### src/rtl/vga_pkg.sv
// Constants and types shared by the blocks on the cpu_clk side of the 512x512
// RGB332 image RAM (fill engine, vga_ctrl).
package vga_pkg;

    localparam int IMG_W         = 512;
    localparam int IMG_H         = 512;
    localparam int WORDS_PER_ROW = IMG_W / 8;
    localparam int COL_W         = $clog2(WORDS_PER_ROW);
    localparam int ADDR_W        = 15;

    typedef enum logic [1:0] {
        ST_IDLE = 2'd0,
        ST_FILL = 2'd1,
        ST_DONE = 2'd2
    } fill_state_e;

    localparam int RGB_R_HI = 7;
    localparam int RGB_R_LO = 5;
    localparam int RGB_G_HI = 4;
    localparam int RGB_G_LO = 2;
    localparam int RGB_B_HI = 1;
    localparam int RGB_B_LO = 0;

endpackage

### src/rtl/vga_lane_mask.sv
// Byte-lane write enables for one 8-pixel word; lane 0 is the leftmost pixel.
module vga_lane_mask (
    input  logic [2:0] start_off_i,
    input  logic [2:0] end_off_i,
    input  logic       first_i,
    input  logic       last_i,
    output logic [7:0] wen_o
);

    logic [7:0] head_mask;
    logic [7:0] tail_mask;

    always_comb begin
        head_mask = 8'hFF << start_off_i;
        tail_mask = 8'hFF >> (3'd7 - end_off_i);
        wen_o     = 8'hFF;
        if (first_i) wen_o = wen_o & head_mask;
        if (last_i)  wen_o = wen_o & tail_mask;
    end

endmodule

### src/rtl/vga_fill_engine.sv
// Rectangle fill into the image RAM, one masked 64-bit word per cycle; CPU
// accesses share the RAM port and always win arbitration.
//
// state   | meaning
// IDLE    | ready for a command; bad commands pulse err_o
// FILL    | issuing words row by row, stalled while cpu_en=1
// DONE    | one-cycle done_o pulse, not ready
module vga_fill_engine
    import vga_pkg::*;
(
    input  logic              cpu_clk,
    input  logic              rst_n_i,
    input  logic              cmd_valid,
    output logic              cmd_ready,
    input  logic [8:0]        cmd_x,
    input  logic [8:0]        cmd_y,
    input  logic [9:0]        cmd_w,
    input  logic [9:0]        cmd_h,
    input  logic [7:0]        cmd_color,
    output logic              busy_o,
    output logic              done_o,
    output logic              err_o,
    input  logic              cpu_en,
    input  logic [7:0]        cpu_wen,
    input  logic [ADDR_W-1:0] cpu_addr,
    input  logic [63:0]       cpu_wdata,
    output logic [63:0]       cpu_rdata,
    output logic              ram_en,
    output logic [7:0]        ram_wen,
    output logic [ADDR_W-1:0] ram_addr,
    output logic [63:0]       ram_wdata,
    input  logic [63:0]       ram_rdata
);

    fill_state_e       state_q, state_d;
    logic [7:0]        color_q, color_d;
    logic [COL_W-1:0]  first_col_q, first_col_d;
    logic [COL_W-1:0]  last_col_q, last_col_d;
    logic [COL_W-1:0]  col_q, col_d;
    logic [2:0]        start_off_q, start_off_d;
    logic [2:0]        end_off_q, end_off_d;
    logic [ADDR_W-1:0] row_base_q, row_base_d;
    logic [9:0]        rows_left_q, rows_left_d;
    logic              err_q, err_d;

    logic [10:0] x_sum, y_sum;
    logic [8:0]  x_last;
    logic        cmd_ok;
    logic        issue;
    logic [7:0]  lane_wen;

    // 11-bit sums keep the bounds check free of wrap-around
    assign x_sum  = {2'b00, cmd_x} + {1'b0, cmd_w};
    assign y_sum  = {2'b00, cmd_y} + {1'b0, cmd_h};
    assign x_last = cmd_x + cmd_w[8:0] - 9'd1;
    assign cmd_ok = (cmd_w != 10'd0) && (cmd_h != 10'd0) &&
                    (x_sum <= 11'(IMG_W)) && (y_sum <= 11'(IMG_H));
    assign issue  = (state_q == ST_FILL) && !cpu_en;

    vga_lane_mask u_lane_mask (
        .start_off_i (start_off_q),
        .end_off_i   (end_off_q),
        .first_i     (col_q == first_col_q),
        .last_i      (col_q == last_col_q),
        .wen_o       (lane_wen)
    );

    always_ff @(posedge cpu_clk or negedge rst_n_i) begin
        if (!rst_n_i) begin
            state_q     <= ST_IDLE;
            color_q     <= '0;
            first_col_q <= '0;
            last_col_q  <= '0;
            col_q       <= '0;
            start_off_q <= '0;
            end_off_q   <= '0;
            row_base_q  <= '0;
            rows_left_q <= '0;
            err_q       <= 1'b0;
        end else begin
            state_q     <= state_d;
            color_q     <= color_d;
            first_col_q <= first_col_d;
            last_col_q  <= last_col_d;
            col_q       <= col_d;
            start_off_q <= start_off_d;
            end_off_q   <= end_off_d;
            row_base_q  <= row_base_d;
            rows_left_q <= rows_left_d;
            err_q       <= err_d;
        end
    end

    always_comb begin
        state_d     = state_q;
        color_d     = color_q;
        first_col_d = first_col_q;
        last_col_d  = last_col_q;
        col_d       = col_q;
        start_off_d = start_off_q;
        end_off_d   = end_off_q;
        row_base_d  = row_base_q;
        rows_left_d = rows_left_q;
        err_d       = 1'b0;
        case (state_q)
            ST_IDLE: begin
                if (cmd_valid) begin
                    if (cmd_ok) begin
                        state_d     = ST_FILL;
                        color_d     = cmd_color;
                        first_col_d = cmd_x[8:3];
                        last_col_d  = x_last[8:3];
                        col_d       = cmd_x[8:3];
                        start_off_d = cmd_x[2:0];
                        end_off_d   = x_last[2:0];
                        row_base_d  = {cmd_y, {COL_W{1'b0}}};
                        rows_left_d = cmd_h;
                    end else begin
                        err_d = 1'b1;
                    end
                end
            end
            ST_FILL: begin
                if (issue) begin
                    if (col_q == last_col_q) begin
                        // rows_left counts down to a terminal value of 1
                        if (rows_left_q == 10'd1) begin
                            state_d = ST_DONE;
                        end else begin
                            col_d       = first_col_q;
                            row_base_d  = row_base_q + ADDR_W'(WORDS_PER_ROW);
                            rows_left_d = rows_left_q - 10'd1;
                        end
                    end else begin
                        col_d = col_q + 1'b1;
                    end
                end
            end
            ST_DONE: state_d = ST_IDLE;
            default: state_d = ST_IDLE;
        endcase
    end

    assign cmd_ready = (state_q == ST_IDLE);
    assign busy_o    = (state_q == ST_FILL);
    assign done_o    = (state_q == ST_DONE);
    assign err_o     = err_q;
    assign cpu_rdata = ram_rdata;

    always_comb begin
        ram_en    = 1'b0;
        ram_wen   = 8'h00;
        ram_addr  = '0;
        ram_wdata = '0;
        if (cpu_en) begin
            ram_en    = 1'b1;
            ram_wen   = cpu_wen;
            ram_addr  = cpu_addr;
            ram_wdata = cpu_wdata;
        end else if (state_q == ST_FILL) begin
            ram_en    = 1'b1;
            ram_wen   = lane_wen;
            ram_addr  = row_base_q + ADDR_W'(col_q);
            ram_wdata = {8{color_q}};
        end
    end

endmodule

### config.mk
export PLATFORM = sky130hd
export DESIGN_NAME = vga_fill_engine
export DESIGN_NICKNAME = d
export VERILOG_FILES = /design/src/rtl/vga_pkg.sv /design/src/rtl/vga_lane_mask.sv /design/src/rtl/vga_fill_engine.sv
export SDC_FILE = /design/constraint.sdc
export NUM_CORES = 1
export LEC_CHECK = 0
export BUFFER_PORTS_ARGS = -buffer_cell sky130_fd_sc_hd__buf_4
export CAP_MARGIN = 10
export CORE_AREA = 3 3 136 138
export DETAILED_ROUTE_END_ITERATION = 7
export DIE_AREA = 0 0 139 141
export HOLD_SLACK_MARGIN = 0.02
export MAX_ROUTING_LAYER = met4
export PLACE_DENSITY = 0.76
export SLEW_MARGIN = 20
export SYNTH_ARGS = -nofsm -noshare
export SYNTH_HDL_FRONTEND = slang
export SYNTH_SLANG_ARGS = --single-unit
### constraint.sdc
create_clock -name cpu_clk -period 2.6 [get_ports cpu_clk]
set_input_delay 0.39 -clock cpu_clk [delete_from_list [all_inputs] [get_ports cpu_clk]]
set_output_delay 0.39 -clock cpu_clk [all_outputs]
set_load 0.03 [all_outputs]
==> summary.txt <==
Floorplan
  • Floorplan core area: 0.0173 mm²
  • Die boundary height: 141 µm
  • Die area: 0.0196 mm²
  • Count of pins on the block boundary: 357
  • Row count: 48
  • Die span in x: 139 µm
  • Initial cell density of the core: 33.6%

Synth
  • Netlist area before placement: 0.00581 mm²
  • Synth warn: 0
  • Post-synthesis share of cell area spent on and, or, nand and nor gates: 15.7%
  • Number of enable flip-flop cells after synthesis: 0
  • Synthesized netlist net count: 983
  • Post-synthesis share of cell area spent on full adders, half adders and majority gates: 9.01%
  • Number of standard cells after synthesis: 742
  • Most used flip-flop cell after synthesis: sky130_fd_sc_hd__dfrtp_1
  • Per-instance average area after synthesis: 7.82 µm²
  • Sequential cell area fraction in the yosys report: 23.3%
  • Dominant combinational cell family by area after synthesis: compound AO/OA/AOI/OAI gates
  • Post-synthesis async set-or-reset flop share: 100%
  • Post-synthesis share of cell area spent on xor and xnor gates: 4.68%
  • Number of storage elements in the synthesis netlist: 54
  • Count of different cell masters after synthesis: 65
  • Mux contribution to synthesized area: 4.18%
  • Complex-gate fraction of the synthesized area: 28.8%

Drt
  • Post-route ant nets: 0
  • Final wirelength: 24,300 µm
  • Vias post-DR: 6,328
  • Per-cell via count in the routed design: 5.26
  • Detail-routed net length per standard cell: 20.2 µm
  • Count of TritonRoute iterations in the first routing pass: 5
  • Iter 0 DRT Violations: 400
  • Number of design rule violations left after detail routing: 0

Power
  • Leak: 4.48 nW
  • P per Cell Area: 833 mW/mm²
  • Maximum VDD drop: 398 µV

GRT
  • Largest net degree at the start of global routing: 58
  • Total global-route track usage: 24.1%
  • Number of antenna violations at the first check in global routing: 0
  • Congestion Overflow GR: 0
  • Vias in the first global route: 6,179
  • Global-route wire length before repair: 36,100 µm

STA
  • Max-slew violation total from the final report: 0
  • Unrepaired setup endpoints after global routing: true
  • Slew at the pin with the worst max-slew slack: 0.705 ns
  • Max-slew headroom at the worst pin: 53.0%
  • Total count of hold-check failures in the final report: 0
  • Shortest period the worst path allows: 3.12 ns
  • Setup skew after layout: 0.00306 ns
  • Maximum achievable frequency: 0.320 GHz
  • Worst setup margin: -0.523 ns
  • Share of the cycle needed by the critical path after routing: 120%
  • Number of setup violations in the final report: 52

Layout
  • Layout cells sized above 1: 42.0%
  • Commonest cells after routing, fill and taps aside: sky130_fd_sc_hd__buf_4, sky130_fd_sc_hd__nand2_1, sky130_fd_sc_hd__a21o_1
  • Net count, final: 1,218
  • Ant diodes: 0
  • Non-Filler Cell Area, Final: 0.00852 mm²
  • Count of fill cells added during filler insertion: 1,637
  • Sequential standard cell area: 0.00136 mm²
  • Most frequent standard cell in the layout excluding fill and tap cells: sky130_fd_sc_hd__buf_4
  • Final standard cell count with taps included and fillers excluded: 1,203
  • Area of the multi-input gates: 0.00387 mm²
  • Growth of design area from synthesis to finish: 46.8%

Place
  • Placed instance area: 0.00802 mm²
  • Hpwl dp: 19,600 µm
  • IO buf count: 228
  • Placed cell count: 1,181
  • Routability cong.: 0.906

Clocking
  • Clock buffers created by TritonCTS: 5
  • Clock tree from TritonCTS: built
  • Total clock sinks: 54
  • CTS Buffer Depth: 2
  • Htree depth: 2
  • Clock slew at reported path FFs: 0.07 ns
  • Root buffer selected by CTS: sky130_fd_sc_hd__clkbuf_16
  • Latest clock arrival within the worst-skew pair: 0.30 ns

Worst setup path
  • Crit path kind: in -> reg
  • Cell breakdown of the critical path: buf_6, ha_4, fa_2, xnor2_2, o2111ai_1, a311o_1, or4_4, o311ai_4, o211ai_4, buf_4, or2_4, a221o_1
  • Element type at the critical path end: flop
  • Cell family with most CP delay: compound AO/OA/AOI/OAI gates
  • Critical Path Start Type: input port
  • Critical path data arrival time: 3.31 ns
  • Crit path buffers/inverters: 2
  • CP required: 2.79 ns
  • Slowest CP cell: sky130_fd_sc_hd__or4_4
  • Slowest stage delay, CP: 0.50 ns
  • Max FO, Critical Path: 4

Job
  • Max Cap Viol: 0

Run status
  • Violated checks: setup timing
  • Result of the run: finished, violations left

Hold path
  • Path class of the lowest-slack min-delay path: in -> async
[synthesized netlist by cell type, types with 7 or more instances]
library cell | number | area share [%]
sky130_fd_sc_hd__ha_1 | 37 | 8.0
sky130_fd_sc_hd__clkbuf_1 | 40 | 2.6
sky130_fd_sc_hd__nor2_1 | 25 | 1.6
sky130_fd_sc_hd__o21ai_1 | 15 | 1.3
sky130_fd_sc_hd__nand2_1 | 83 | 5.4
sky130_fd_sc_hd__xor2_1 | 14 | 2.1
sky130_fd_sc_hd__and2_1 | 9 | 0.97
sky130_fd_sc_hd__o21ai_0 | 66 | 5.7
sky130_fd_sc_hd__a21o_1 | 74 | 9.6
sky130_fd_sc_hd__dfrtp_1 | 54 | 23
sky130_fd_sc_hd__mux2_1 | 15 | 2.9
sky130_fd_sc_hd__a21oi_1 | 28 | 2.4
sky130_fd_sc_hd__nor3_1 | 9 | 0.78
sky130_fd_sc_hd__nand3_1 | 19 | 1.6
sky130_fd_sc_hd__buf_4 | 65 | 8.4
sky130_fd_sc_hd__and3_1 | 7 | 0.75
sky130_fd_sc_hd__xnor2_1 | 17 | 2.6
sky130_fd_sc_hd__inv_1 | 41 | 2.7
sky130_fd_sc_hd__nand2b_1 | 9 | 0.97
sky130_fd_sc_hd__o31ai_1 | 9 | 1.2
[power breakdown]
part | switching (mW) | total [mW] | internal [mW] | leakage (nW)
registers | 0.392 | 1.62 | 1.23 | 0.663
clock network | 0.329 | 0.785 | 0.455 | 0.0760
logic | 2.70 | 4.69 | 1.99 | 3.74
total | 3.42 | 7.10 | 3.68 | 4.48
[stage by stage]
stage | utilization [%] | worst slack [ns] | power, mW | setup TNS (ns) | hold WS [ns]
after global routing | 49.3 | -0.600 | 7.57 | -27.86 | 0.202
final | 49.3 | -0.523 | 7.10 | -23.36 | 0.129
after CTS | 48.1 | -0.476 | 6.90 | -20.95 | 0.162
after floorplan | - | -0.643 | 4.46 | -27.63 | 0.0944
after global placement | 46.4 | -0.855 | 5.97 | -41.02 | 0.481
after detailed placement | 46.4 | -0.953 | 6.04 | -45.83 | 0.485
[cell families after synthesis]
family                     count (synthesis)
AOI/OAI and AO/OA                        249
DFF                                       54
adders and majority gates                 40
and+or+nand+nor                          191
xor gates and xnor gates                  31
buffers and inverters                    155
muxes                                     22
[per-layer routing]
| metal | GRT usage (%) | routed length (µm) | vias to the layer above |
|---|---|---|---|
| met1 | 28.6 | 9570 | 2963 |
| met2 | 39.7 | 11800 | 319 |
| met4 | 5.10 | 345 | 0 |
| li1 | - | - | 3027 |
| met5 | - | 0 | - |
| met3 | 8.41 | 2550 | 19 |
[layout make-up]
type                    count  share of cell area [%]
clock inverters             3                   0.528
multi-input cells         533                    45.4
clock buffers               5                    1.47
repair buffers            342                    31.5
inverters                  41                    1.83
well taps                 225                    3.30
flip-flops and latches     54                    15.9
[worst paths after layout]
kind                                            start                         end  slack, ns  cells after the start
max                                          cmd_x[0]  rows_left_q[4]$_DFFE_PN0P_      -0.52                     12
min                                           rst_n_i             err_o$_DFF_PN0_       0.13                      1
max reg2reg                rows_left_q[4]$_DFFE_PN0P_        col_q[1]$_DFFE_PN0P_       0.07                      7
min reg2reg                    color_q[7]$_DFFE_PN0P_      color_q[7]$_DFFE_PN0P_       0.50                      1
max in group asynchronous                     rst_n_i        col_q[1]$_DFFE_PN0P_       1.95                      1
min in group cpu_clk                     cmd_color[4]      color_q[4]$_DFFE_PN0P_       0.32                      2
[state kept, by name (all words and copies together) (netlist names)]
register / cells
color_q: 8
rows_left_q: 10
row_base_q: 9
start_off_q: 3
end_off_q: 3
last_col_q: 6
state_q: 2
col_q: 6
first_col_q: 6
err_o: 1
[timing repair]
item	4_1_cts	5_1_grt
gates resized for setup	30	33
hold endpoints to repair	0	0
hold buffers	0	0
pin swaps	13	11
setup endpoints to repair	58	61
setup buffers	3	9
gates cloned	1	2
No activity file was read; power rests on OpenSTA's default activity.
